==> src/rtl/dualboot_arbiter.sv <==
// Round-robin arbiter that shares a dual-port RAM between NREQ requesters, one grant per port per cycle.
// Optional conflict counter output is enabled by defining DUALBOOT_ARB_STATS_EN.
module dualboot_arbiter #(
  parameter int NREQ = 4,
  parameter int AW   = 4,
  parameter int DW   = 8
) (
  input  logic                 clk,
  input  logic                 rst,
  // Handshake: a requester holds req (with we/addr/wdata stable) until it sees gnt
  // in the same cycle; gnt means the access is taken at the edge ending that cycle.
  // A read is answered later by a one-cycle rvalid pulse; there is no backpressure.
  input  logic [NREQ-1:0]      req,
  input  logic [NREQ-1:0]      we,
  input  logic [NREQ*AW-1:0]   addr,
  input  logic [NREQ*DW-1:0]   wdata,
  output logic [NREQ-1:0]      gnt,
  output logic [NREQ-1:0]      rvalid,
  output logic [NREQ*DW-1:0]   rdata,
  output logic [AW-1:0]        ram_add_a,
  output logic [DW-1:0]        ram_datain_a,
  output logic                 ram_en_a,
  input  logic [DW-1:0]        ram_data_out_a,
  output logic [AW-1:0]        ram_add_b,
  output logic [DW-1:0]        ram_datain_b,
  output logic                 ram_en_b,
  input  logic [DW-1:0]        ram_data_out_b
`ifdef DUALBOOT_ARB_STATS_EN
  ,
  output logic [7:0]           conflict_cnt
`endif
);

  localparam int PW = (NREQ > 1) ? $clog2(NREQ) : 1;

  logic [PW-1:0] ptr;
  logic [PW-1:0] cand;
  logic          found_a, found_b;
  logic [PW-1:0] idx_a, idx_b;
  logic [AW-1:0] addr_a, addr_b;
  logic          conflict;
  logic          grant_a, grant_b;

  logic          tag_a_vld, tag_b_vld;
  logic [PW-1:0] tag_a_idx, tag_b_idx;

  function automatic logic [PW-1:0] wrap_idx(input logic [PW-1:0] base, input int k);
    int s;
    s = int'(base) + k;
    if (s >= NREQ) s = s - NREQ;
    return s[PW-1:0];
  endfunction

  // Rotating scan from ptr: first requester goes to port A, second to port B.
  always_comb begin
    found_a = 1'b0;
    found_b = 1'b0;
    idx_a   = '0;
    idx_b   = '0;
    cand    = '0;
    for (int k = 0; k < NREQ; k++) begin
      cand = wrap_idx(ptr, k);
      if (req[cand]) begin
        if (!found_a) begin
          found_a = 1'b1;
          idx_a   = cand;
        end else if (!found_b) begin
          found_b = 1'b1;
          idx_b   = cand;
        end
      end
    end
  end

  assign addr_a = addr[idx_a*AW +: AW];
  assign addr_b = addr[idx_b*AW +: AW];

  // Same-address pairs involving a write are serialised; read-read pairs may share.
  assign conflict = found_a && found_b && (addr_a == addr_b) && (we[idx_a] || we[idx_b]);
  assign grant_a  = found_a && !rst;
  assign grant_b  = found_b && !conflict && !rst;

  always_comb begin
    gnt = '0;
    if (grant_a) gnt[idx_a] = 1'b1;
    if (grant_b) gnt[idx_b] = 1'b1;
  end

  always_comb begin
    ram_add_a    = '0;
    ram_datain_a = '0;
    ram_en_a     = 1'b0;
    ram_add_b    = '0;
    ram_datain_b = '0;
    ram_en_b     = 1'b0;
    if (grant_a) begin
      ram_add_a    = addr_a;
      ram_datain_a = wdata[idx_a*DW +: DW];
      ram_en_a     = we[idx_a];
    end
    if (grant_b) begin
      ram_add_b    = addr_b;
      ram_datain_b = wdata[idx_b*DW +: DW];
      ram_en_b     = we[idx_b];
    end
  end

  always_ff @(posedge clk) begin
    if (rst) begin
      ptr <= '0;
    end else if (grant_a) begin
      ptr <= wrap_idx(grant_b ? idx_b : idx_a, 1);
    end
  end

  // Port tags remember which requester owns the RAM output arriving next cycle.
  always_ff @(posedge clk) begin
    if (rst) begin
      tag_a_vld <= 1'b0;
      tag_b_vld <= 1'b0;
      tag_a_idx <= '0;
      tag_b_idx <= '0;
    end else begin
      tag_a_vld <= grant_a && !we[idx_a];
      tag_b_vld <= grant_b && !we[idx_b];
      tag_a_idx <= idx_a;
      tag_b_idx <= idx_b;
    end
  end

  always_ff @(posedge clk) begin
    if (rst) begin
      rvalid <= '0;
      rdata  <= '0;
    end else begin
      rvalid <= '0;
      if (tag_a_vld) begin
        rvalid[tag_a_idx]            <= 1'b1;
        rdata[tag_a_idx*DW +: DW]    <= ram_data_out_a;
      end
      if (tag_b_vld) begin
        rvalid[tag_b_idx]            <= 1'b1;
        rdata[tag_b_idx*DW +: DW]    <= ram_data_out_b;
      end
    end
  end

`ifdef DUALBOOT_ARB_STATS_EN
  always_ff @(posedge clk) begin
    if (rst) begin
      conflict_cnt <= '0;
    end else if (conflict && (conflict_cnt != 8'hFF)) begin
      conflict_cnt <= conflict_cnt + 8'd1;
    end
  end
`endif

endmodule

==> config.mk <==
export PLATFORM = sky130hd
export DESIGN_NAME = dualboot_arbiter
export DESIGN_NICKNAME = d
export VERILOG_FILES = /design/src/rtl/dualboot_arbiter.sv
export SDC_FILE = /design/constraint.sdc
export NUM_CORES = 1
export LEC_CHECK = 0
export ABC_AREA = 1
export CAP_MARGIN = 20
export CORE_MARGIN = 2
export CORE_UTILIZATION = 46
export DETAILED_ROUTE_END_ITERATION = 6
export GPL_ROUTABILITY_DRIVEN = 0
export HOLD_SLACK_MARGIN = 0.06
export PLACE_DENSITY = 0.81
export SYNTH_ARGS = -nofsm -noshare
export SYNTH_HDL_FRONTEND = slang
export SYNTH_SLANG_ARGS = --single-unit
export TNS_END_PERCENT = 1
==> constraint.sdc <==
create_clock -name clk -period 4.6 [get_ports clk]
set_clock_uncertainty 0.15 [all_clocks]
set_input_delay 0.69 -clock clk [delete_from_list [all_inputs] [get_ports clk]]
set_output_delay 0.69 -clock clk [all_outputs]
set_load 0.02 [all_outputs]
==> results.cfg <==
[worst_setup_path]
cpPeakStageDelay_ns = 0.50
rr_startpoint = ptr[0]
reg2regPathDepth = 27
r2r-end = ptr[1]
crit_required_ns = 3.76
crit_fanout = 14
worst_setup_path_start_kind = input pin
reg2reg_setup_slack_ns = 1.20
critPathArrivalTime_ns = 3.66
path_common_cell = nand2_1
path_class = input pin to output port
path_cells = clkdlybuf4s50_1 > nand2_1 > nand2_1 > nand2_1 > nand2_4 > ha_1 > nand2_1 > nand2_1 > nand2_1 > nand3_4 > nand2_8 > nor2_4 > nand2_1 > nand2_1 > nor2_1 > inv_1 > nand2_1 > nand2_1 > nand3_4 > nand2_8 > a2111oi_2 > dlygate4sd1_1
critPathCaptureType = output port
cp_slowest_cell = clkdlybuf4s50_1

[timing]
rsz0062_at_grt = yes
hold_viol_final = 0
setup_tns_ns = 0
fin_crit_sh_pct = 97.8
max_clock_freq_mhz = 222
slew_viol_final = 0
maxSlewHeadroom_pct = 51.5
setup-violations-final = 0
max_slew.worst_pin.slew_ns = 0.723
min_period_ns = 4.50

[yosys]
ys_types = 33
syn_inst = 641
ys_warn_count = 0
postSynthAreaPerCell_sq_um = 6.24
synth_area_sq_um = 4000
synth-seq-area-share_pct = 22.0
synth-seq-cells = 44
syn_nets = 730

[worst_hold_path]
whs_path_depth = 2
min_path_type = register to register
min_from = rdata[25]
min_to = rdata[25]

[finish]
syn2layout_area_growth_pct = 47.1
layout_common_cells = 220 x nand2_1, 120 x clkdlybuf4s50_1, 64 x inv_1, 53 x buf_4, 47 x nand3_1
multiInputGateArea_sq_um = 2730
final_nets = 907
layout_commonest_cell = nand2_1
fillers = 769
drive_above_1_share_pct = 16.7
antenna_cells = 0
regArea_sq_um = 881

[routing]
firstDrtPassIters = 6
wirelength_mm = 14.0
drt_iter0_markers = 306
wl_per_cell_um = 15.1
via_per_inst = 5.60
drc_errors = 0
vias = 5187
ant_nets = 0

[cts]
cts-buffers-inserted = 5
cts_max_level = 2
clkLatencyLatePin_ns = 0.31
cts_max_path_buffers = 2
cts_root_buffer = clkbuf_8
cts_tree = done
cts_sinks = 44
postCtsSetupBuffers = 0
path_clk_slew_ns = 0.08

[place]
port_buffers = 139
hpwl_mm = 11.0

[grt]
grt_antenna_before_repair = 0
grt_max_degree = 28
track_usage_pct = 28.6
grt_pass1_wl_mm = 23.0
grt_pass1_vias = 5042
grt-ovfl-total = 0

[die]
fp.dieH_um = 97.2
die_w_um = 97.2
dieArea_sq_um = 9450
core-area_sq_um = 8590
ioPinCount = 140
start_util_pct = 46.5
rows = 34

[run_status]
status = completed

[job]
cap_viol_max_count = 0
[cells by family after synthesis]
group           count (synthesis)  share of synthesized area [%]
simple gates                  364                           42.4
buf+inv                        98                           10.5
compound gates                120                           20.3
fa+ha+maj                      15                           4.69
flops                          44                           22.0
[area by class of cell]
cell class,count,area share (%)
multi-input cells,499,46.4
repair buffers,194,29.7
flip-flops and latches,44,15.0
inverters,74,4.72
well taps,108,2.30
clock buffers,5,1.17
clock inverters,3,0.723
[state kept, by name, summed over array words and instances (netlist names)]
register / cells
ptr: 2
tag_b_idx: 2
rvalid: 4
tag_a_vld: 1
rdata: 32
tag_a_idx: 2
tag_b_vld: 1
[cells in the mapped netlist (all sizes together)]
cell type  number  share of area [%]
nand2         246                 25
inv            74                6.9
nand3          54                8.4
nor2           46                6.0
dfxtp          44                 22
o21ai          31                4.1
a31oi          25                3.9
clkbuf         17                1.6
a311oi         16                3.5
a21oi          15                1.9
ha             15                4.7
nor3           13                1.6
o22ai          12                1.9
buf             7                2.0
a2111oi         5                1.9
o221ai          5                1.1
a211oi          4               0.75
a22oi           4               0.75
nor4            4               0.94
a221oi          2               0.44
nand3b          1               0.19
o211ai          1               0.19
[metrics by stage]
| step | utilization [%] | cells | instance area [sq um] | setup slack, ns | hold WS [ns] |
|---|---|---|---|---|---|
| after CTS | 68.6 | 926 | 5890 | 0.0383 | 0.341 |
| after global routing | 68.4 | 927 | 5880 | -0.118 | 0.358 |
| after detailed placement | 67.5 | 918 | 5800 | -0.332 | 0.324 |
| after floorplan | - | 641 | 4000 | 0.550 | 0.404 |
| final | 68.4 | 927 | 5880 | 0.0995 | 0.338 |
| after global placement | 67.5 | 918 | 5800 | -0.199 | 0.326 |
[critical path: cells and delay by family]
kind	cells	cell delay, ns
AND/OR/NAND/NOR	17	1.51
AO/OA/AOI/OAI	1	0.27
adder cells (fa/ha/maj)	1	0.23
buffers and inverters	3	0.94
[what timing repair did]
action | in CTS | in global routing
gates resized for setup | 18 | 47
gates cloned | 0 | 0
setup endpoints to repair | 17 | 20
hold buffers | 0 | 0
[metal layers]
metal	global-route usage [%]	share of wire (%)	up-vias
li1	-	-	2499
met1	33.9	39	2338
met2	51.3	49	299
met3	5.04	8.9	51
met4	11.0	3.6	0
met5	0	0	-
[worst max path at each step]
stage                           end  depth (start not counted)  slack (ns)  startpoint
floorplan           ram_datain_b[0]                         22        0.55      req[3]
global placement       ram_add_b[1]                         23       -0.20      req[3]
detailed placement  ram_datain_b[3]                         22       -0.33      req[1]
CTS                          gnt[1]                         23        0.04      req[1]
global route        ram_datain_b[3]                         23       -0.12      req[1]
finish              ram_datain_b[3]                         22         0.1      req[1]
Power is left out: the tool's default activity adds up to more than one toggle a clock period on the data nets, which glitch-free logic cannot reach.
